--- src/rtl/multicycle_controller.sv ---
// Multi-cycle control FSM for a MIPS-subset datapath (FETCH/DECODE/EXEC/MEM/WB).
// Define MEM_WAIT_EN to let MEM stall on mem_ready; otherwise MEM always lasts one cycle.
module multicycle_controller #(
  parameter int COUNT_W = 32
) (
  input  logic               clk,
  input  logic               reset_n,
  input  logic [31:0]        instruction,
  input  logic               zero,
  input  logic               mem_ready,
  output logic               ir_wr,
  output logic               pc_wr,
  output logic [1:0]         pc_src,
  output logic               reg_wr,
  output logic [1:0]         reg_dst,
  output logic [1:0]         alu_src,
  output logic [2:0]         alu_op,
  output logic               ext_sign,
  output logic               mem_rd,
  output logic               mem_wr,
  output logic               mem_to_reg,
  output logic               inv_zero,
  output logic [2:0]         state,
  output logic               instr_done,
  output logic               illegal,
  output logic [COUNT_W-1:0] instr_count
);

  typedef enum logic [2:0] {
    FETCH  = 3'd0,
    DECODE = 3'd1,
    EXEC   = 3'd2,
    MEM    = 3'd3,
    WB     = 3'd4
  } state_t;

  typedef enum logic [3:0] {
    I_ILLEGAL = 4'd0,
    I_ADDU    = 4'd1,
    I_ADD     = 4'd2,
    I_SLT     = 4'd3,
    I_JR      = 4'd4,
    I_ADDI    = 4'd5,
    I_ADDIU   = 4'd6,
    I_JAL     = 4'd7,
    I_BEQ     = 4'd8,
    I_BNE     = 4'd9,
    I_LW      = 4'd10,
    I_SW      = 4'd11
  } instr_t;

  typedef struct packed {
    logic [1:0] alu_src;
    logic [2:0] alu_op;
    logic       ext_sign;
  } alu_ctl_t;

  localparam logic [2:0] ALU_ADD = 3'd0;
  localparam logic [2:0] ALU_SUB = 3'd1;
  localparam logic [2:0] ALU_SLT = 3'd3;

  // ALU setup chosen in EXEC and held through MEM/WB so the address/result stays stable
  function automatic alu_ctl_t alu_ctl_f(input instr_t op);
    alu_ctl_t c;
    c = '0;
    case (op)
      I_ADDU, I_ADD: begin
        c.alu_src = 2'd2;
        c.alu_op  = ALU_ADD;
      end
      I_SLT: begin
        c.alu_src = 2'd2;
        c.alu_op  = ALU_SLT;
      end
      I_ADDI, I_ADDIU, I_LW, I_SW: begin
        c.alu_src  = 2'd0;
        c.alu_op   = ALU_ADD;
        c.ext_sign = 1'b1;
      end
      default: c = '0;
    endcase
    return c;
  endfunction

  state_t             state_r;
  state_t             next_state_s;
  logic               run_r;
  logic [COUNT_W-1:0] count_r;
  instr_t             op_s;
  alu_ctl_t           alu_s;
  logic               is_rtype_s;
  logic               mem_done_s;
  logic               unused_s;

  logic       ir_wr_s, pc_wr_s, reg_wr_s, ext_sign_s, mem_rd_s, mem_wr_s;
  logic       mem_to_reg_s, inv_zero_s, instr_done_s, illegal_s;
  logic [1:0] pc_src_s, reg_dst_s, alu_src_s;
  logic [2:0] alu_op_s;

`ifdef MEM_WAIT_EN
  assign mem_done_s = mem_ready;
`else
  assign mem_done_s = 1'b1;
`endif

  // Only opcode and funct participate in control decode
  assign unused_s = ^{instruction[25:6], mem_ready};

  // Instruction decode from opcode, and funct for opcode 0
  always_comb begin
    op_s = I_ILLEGAL;
    case (instruction[31:26])
      6'h00: begin
        case (instruction[5:0])
          6'h21:   op_s = I_ADDU;
          6'h20:   op_s = I_ADD;
          6'h2A:   op_s = I_SLT;
          6'h08:   op_s = I_JR;
          default: op_s = I_ILLEGAL;
        endcase
      end
      6'h08:   op_s = I_ADDI;
      6'h09:   op_s = I_ADDIU;
      6'h03:   op_s = I_JAL;
      6'h04:   op_s = I_BEQ;
      6'h05:   op_s = I_BNE;
      6'h23:   op_s = I_LW;
      6'h2B:   op_s = I_SW;
      default: op_s = I_ILLEGAL;
    endcase
  end

  assign alu_s      = alu_ctl_f(op_s);
  assign is_rtype_s = (op_s == I_ADDU) || (op_s == I_ADD) || (op_s == I_SLT);

  // Control outputs and next state; everything is held low until the first edge after reset release
  always_comb begin
    ir_wr_s      = 1'b0;
    pc_wr_s      = 1'b0;
    pc_src_s     = 2'd0;
    reg_wr_s     = 1'b0;
    reg_dst_s    = 2'd0;
    alu_src_s    = 2'd0;
    alu_op_s     = 3'd0;
    ext_sign_s   = 1'b0;
    mem_rd_s     = 1'b0;
    mem_wr_s     = 1'b0;
    mem_to_reg_s = 1'b0;
    inv_zero_s   = 1'b0;
    instr_done_s = 1'b0;
    illegal_s    = 1'b0;
    next_state_s = FETCH;
    if (run_r) begin
      case (state_r)
        FETCH: begin
          ir_wr_s      = 1'b1;
          pc_wr_s      = 1'b1;
          pc_src_s     = 2'd0;
          next_state_s = DECODE;
        end
        DECODE: begin
          if (op_s == I_ILLEGAL) begin
            illegal_s    = 1'b1;
            instr_done_s = 1'b1;
            next_state_s = FETCH;
          end else begin
            next_state_s = EXEC;
          end
        end
        EXEC: begin
          case (op_s)
            I_ADDU, I_ADD, I_SLT, I_ADDI, I_ADDIU: begin
              {alu_src_s, alu_op_s, ext_sign_s} = alu_s;
              next_state_s = WB;
            end
            I_LW, I_SW: begin
              {alu_src_s, alu_op_s, ext_sign_s} = alu_s;
              next_state_s = MEM;
            end
            I_BEQ, I_BNE: begin
              alu_src_s    = 2'd2;
              alu_op_s     = ALU_SUB;
              ext_sign_s   = 1'b1;
              inv_zero_s   = (op_s == I_BNE);
              pc_src_s     = 2'd1;
              pc_wr_s      = zero ^ (op_s == I_BNE);
              instr_done_s = 1'b1;
              next_state_s = FETCH;
            end
            I_JAL: begin
              reg_wr_s     = 1'b1;
              reg_dst_s    = 2'd2;
              alu_src_s    = 2'd1;
              alu_op_s     = ALU_ADD;
              pc_src_s     = 2'd2;
              pc_wr_s      = 1'b1;
              instr_done_s = 1'b1;
              next_state_s = FETCH;
            end
            I_JR: begin
              pc_src_s     = 2'd3;
              pc_wr_s      = 1'b1;
              instr_done_s = 1'b1;
              next_state_s = FETCH;
            end
            default: next_state_s = FETCH;
          endcase
        end
        MEM: begin
          {alu_src_s, alu_op_s, ext_sign_s} = alu_s;
          if (op_s == I_LW) begin
            mem_rd_s     = 1'b1;
            next_state_s = mem_done_s ? WB : MEM;
          end else if (op_s == I_SW) begin
            mem_wr_s     = 1'b1;
            instr_done_s = mem_done_s;
            next_state_s = mem_done_s ? FETCH : MEM;
          end else begin
            next_state_s = FETCH;
          end
        end
        WB: begin
          {alu_src_s, alu_op_s, ext_sign_s} = alu_s;
          reg_wr_s     = 1'b1;
          reg_dst_s    = is_rtype_s ? 2'd1 : 2'd0;
          mem_to_reg_s = (op_s == I_LW);
          instr_done_s = 1'b1;
          next_state_s = FETCH;
        end
        default: next_state_s = FETCH;
      endcase
    end else begin
      next_state_s = FETCH;
    end
  end

  // State, run-enable and retired-instruction counter
  always_ff @(posedge clk or negedge reset_n) begin
    if (!reset_n) begin
      state_r <= FETCH;
      run_r   <= 1'b0;
      count_r <= '0;
    end else begin
      run_r   <= 1'b1;
      state_r <= next_state_s;
      if (instr_done_s) begin
        count_r <= count_r + {{(COUNT_W-1){1'b0}}, 1'b1};
      end
    end
  end

  assign ir_wr       = ir_wr_s;
  assign pc_wr       = pc_wr_s;
  assign pc_src      = pc_src_s;
  assign reg_wr      = reg_wr_s;
  assign reg_dst     = reg_dst_s;
  assign alu_src     = alu_src_s;
  assign alu_op      = alu_op_s;
  assign ext_sign    = ext_sign_s;
  assign mem_rd      = mem_rd_s;
  assign mem_wr      = mem_wr_s;
  assign mem_to_reg  = mem_to_reg_s;
  assign inv_zero    = inv_zero_s;
  assign instr_done  = instr_done_s;
  assign illegal     = illegal_s;
  assign state       = state_r;
  assign instr_count = count_r;

endmodule

--- config.mk ---
export PLATFORM = sky130hd
export DESIGN_NAME = multicycle_controller
export DESIGN_NICKNAME = d
export VERILOG_FILES = /design/src/rtl/multicycle_controller.sv
export SDC_FILE = /design/constraint.sdc
export NUM_CORES = 1
export LEC_CHECK = 0
export ABC_CLOCK_PERIOD_IN_PS = 5900
export CAP_MARGIN = 20
export CORE_AREA = 2 2 87 89
export CTS_CLUSTER_SIZE = 12
export DETAILED_ROUTE_END_ITERATION = 10
export DIE_AREA = 0 0 89 91
export PLACE_DENSITY = 0.67
export REMOVE_ABC_BUFFERS = 1
export SETUP_SLACK_MARGIN = 0.4
export SYNTH_ARGS = -nofsm -noshare
export SYNTH_HDL_FRONTEND = slang
export SYNTH_SLANG_ARGS = --single-unit
--- constraint.sdc ---
create_clock -name clk -period 5.9 [get_ports clk]
set_input_delay 1.475 -clock clk [delete_from_list [all_inputs] [get_ports clk]]
set_output_delay 1.475 -clock clk [all_outputs]
set_load 0.01 [all_outputs]
==> flow_summary_export.csv <==
group,metric,value,unit
logic_synthesis,yosysTopAreaCell,"dfrtp_1",
worst_hold_path,min_from,"instr_count[31]$_DFFE_PN0P_",
global_route,grt_max_degree,37,
die,die_h,91,um
logic_synthesis,ys_warn_count,0,
die,die-width,89,um
power_and_ir_drop,ir_worst_vdd,0.1809,mV
die,ios,90,
logic_synthesis,synthesis.instances,250,
clocking,postCtsHoldBufs,0,
global_route,grt_overflow,0,
global_route,first_global_vias,2016,
logic_synthesis,synth_cell_types,49,
detailed_routing,drt_iter0_drc,105,
setup_path,path_class,"in -> out",
place,portBuffers,67,
timing,tns,0,ns
setup_path,critPathLaunchType,"input pin",
place,routabilityCongestion,0.9171,
die,initial_core_util,32.94,%
clocking,cts_tree,"yes",
detailed_routing,drc,0,
final_layout,nets,355,
final_layout,fin_util,45.06,%
timing,rsz0062_at_grt,"false",
clocking,cts_root_buffer,"clkbuf_8",
detailed_routing,drt_pass1_iterations,4,
logic_synthesis,synthesis.area,2351,um^2
setup_path,cpLargestDelayFamily,"buffers and inverters",
logic_synthesis,yosysTopAreaCellShare,38.32,%
clocking,clk_latency,0.29,ns
clocking,clock_sinks,36,
die,die_area,8099,um^2
setup_path,cp_slowest_cell,"clkdlybuf4s50_1",
setup_path,worstReg2RegEnd,"instr_count[23]$_DFFE_PN0P_",
timing,hold_violations,0,
detailed_routing,drt_wl_total,5.768,mm
logic_synthesis,synthTopCellsByArea,"dfrtp_1, xnor2_1, nand3_1, nand2_1, and3_1",
die,std_cell_rows,31,
job,cap_viol_max_count,0,
timing,setup_slack,0.5127,ns
logic_synthesis,yosys_most_used_dff,"dfrtp_1",
logic_synthesis,avgSynthCellArea,9.404,um^2
worst_hold_path,whs_endpoint,"instr_count[31]$_DFFE_PN0P_",
setup_path,max_stage_delay,0.57,ns
setup_path,cp_cell_sequence,"clkdlybuf4s50_1, buf_4, nand2_1, buf_4, mux2_2, nor4_1, a21boi_0, o21ai_0, clkdlybuf4s50_1",
detailed_routing,ant_nets,0,
final_layout,postLayoutCellArea,3216,um^2
timing,tightestPinTransition,0.7957,ns
die,core,7137,um^2
global_route,grtUsageTotal,14.94,%
detailed_routing,num_vias,2100,
logic_synthesis,synth.most_common_cell,"dfrtp_1",
worst_hold_path,worstHoldPathType,"reg -> reg",
final_layout,syn_to_final_growth,36.77,%
clocking,numCtsBuffers,5,
setup_path,worst-r2r-cell-count,8,
logic_synthesis,async_flop_share,100.0,%
setup_path,r2r_start,"state[1]$_DFF_PN0_",
power_and_ir_drop,p_total,0.5772,mW
timing,period_minus_slack,5.387,ns
timing,relSlewSlack,46.95,%
outcome,status,"complete, no violations",
timing,finalSetupViolCount,0,
timing,fin_crit_sh,91.31,%
logic_synthesis,synth_top_cells_by_count,"dfrtp_1, xnor2_1, nand2_1",
global_route,antenna_found_initial,0,
clocking,clkTransAtPathRegs,0.07,ns
place,pre_cts_ws,0.2447,ns
detailed_routing,vias_per_cell,5.036,
power_and_ir_drop,leakage,1.345,nW
timing,fmax,0.1856,GHz
logic_synthesis,ys_ff_latch,36,
setup_path,endpoint_kind,"primary output",
final_layout,diodes,0,
clocking,cts.path.max_buffers,2,
detailed_routing,wire_per_inst,13.83,um
final_layout,layout-drive-gt1-share,10.06,%
logic_synthesis,synth_edf_count,0,
logic_synthesis,yosysSeqAreaShare,38.32,%
timing,fin_worst_skew,0.003316,ns
setup_path,path_max_fanout,10,
setup_path,ff2ff_setup_slack,3.45,ns
clocking,h-tree-depth,2,
timing,slew_violations,0,
place,dp_hpwl,4.289,mm
power_and_ir_drop,cellPowerDensity,179.5,nW/um^2
place,placed_cell_area,3092,um^2
setup_path,critPathBufInv,4,
worst_hold_path,min_path_cells,1,
setup_path,required,4.43,ns
setup_path,arrival,3.91,ns
global_route,grt_pass1_wl,9.680,mm
==> flip-flops by register name, indices dropped and copies added (netlist names) <==
signal       flops
run_r            1
instr_count     32
state            3
==> through the flow <==
stage,hold WS [ns],cells
after floorplan,0.5039,235
after global routing,0.4847,417
final,0.4785,417
after global placement,0.4581,408
after detailed placement,0.4687,408
after CTS,0.4778,416
==> cell type report <==
cell class,instances,area (um^2)
fillers,723,3921
multi-input cells,195,1364
repair buffers,76,734.5
well taps,99,123.9
inverters,4,15.01
clock buffers,6,72.57
flip-flops and latches,36,900.9
clock inverters,1,5.005
==> cells in the final DEF (no fill, tap or decap), types with 2 or more instances in the layout <==
master / Yosys / routed
clkdlybuf4s50_1: 0 / 61
dfrtp_1: 36 / 36
xnor2_1: 28 / 28
nand2_1: 24 / 24
nand3_1: 21 / 21
and3_1: 14 / 14
nor2_1: 9 / 9
nor3_1: 10 / 9
nand4_1: 9 / 9
buf_4: 3 / 9
o21ai_0: 8 / 8
xor2_1: 8 / 8
and2_1: 6 / 6
nand2b_1: 6 / 6
clkbuf_8: 0 / 5
inv_1: 4 / 4
nor2b_1: 5 / 4
a21boi_0: 4 / 4
a21oi_1: 3 / 3
nor4_1: 4 / 3
nor4b_4: 3 / 3
dlygate4sd2_1: 0 / 3
nor4b_1: 2 / 2
a21o_1: 2 / 2
a22o_1: 2 / 2
mux2_2: 2 / 2
or3_1: 2 / 2
nor4b_2: 2 / 2
conb_1: 2 / 2
dlymetal6s2s_1: 0 / 2
==> worst max-delay path by stage <==
stage               startpoint    endpoint  slack [ns]  cells past startpoint
3_5_place_dp   instruction[28]  instr_done        0.24                      6
4_1_cts        instruction[30]   alu_op[0]        0.40                      8
2_1_floorplan  instruction[28]  instr_done        0.84                      4
6_report       instruction[26]    ext_sign        0.51                      9
5_1_grt        instruction[27]   alu_op[0]        0.36                      9
3_3_place_gp   instruction[28]  instr_done        0.23                      6
==> report_power, final <==
part / total, mW / switching (mW) / internal [mW]
sequential: 0.287 / 0.0222 / 0.265
clock: 0.164 / 0.0835 / 0.0802
combinational: 0.126 / 0.0564 / 0.0701
==> kinds of logic after synthesis <==
logic type | count (synthesis) | synth area share [%]
other cells | 2 | 0.3194
fa+ha+maj | 1 | 0.5321
mux | 2 | 0.9579
compound gates | 29 | 9.314
simple gates | 125 | 32.20
flops | 36 | 38.32
xor+xnor | 36 | 13.41
buf+inv | 19 | 4.949
==> metal layers <==
metal	track usage, %	up-vias	routed length (um)	part of all wire, %
met5	0	-	0	0
met4	3.980	0	91	1.6
met3	3.455	7	232	4.0
met2	23.38	45	2767	48
met1	20.66	1032	2677	46
li1	-	1016	-	-
==> what timing repair did <==
action                     in CTS  in global routing
resized for setup               6                  6
pin swaps                       1                  1
setup endpoints to repair       5                  6
setup buffers                   1                  1
No activity file was read; power rests on OpenSTA's default activity.
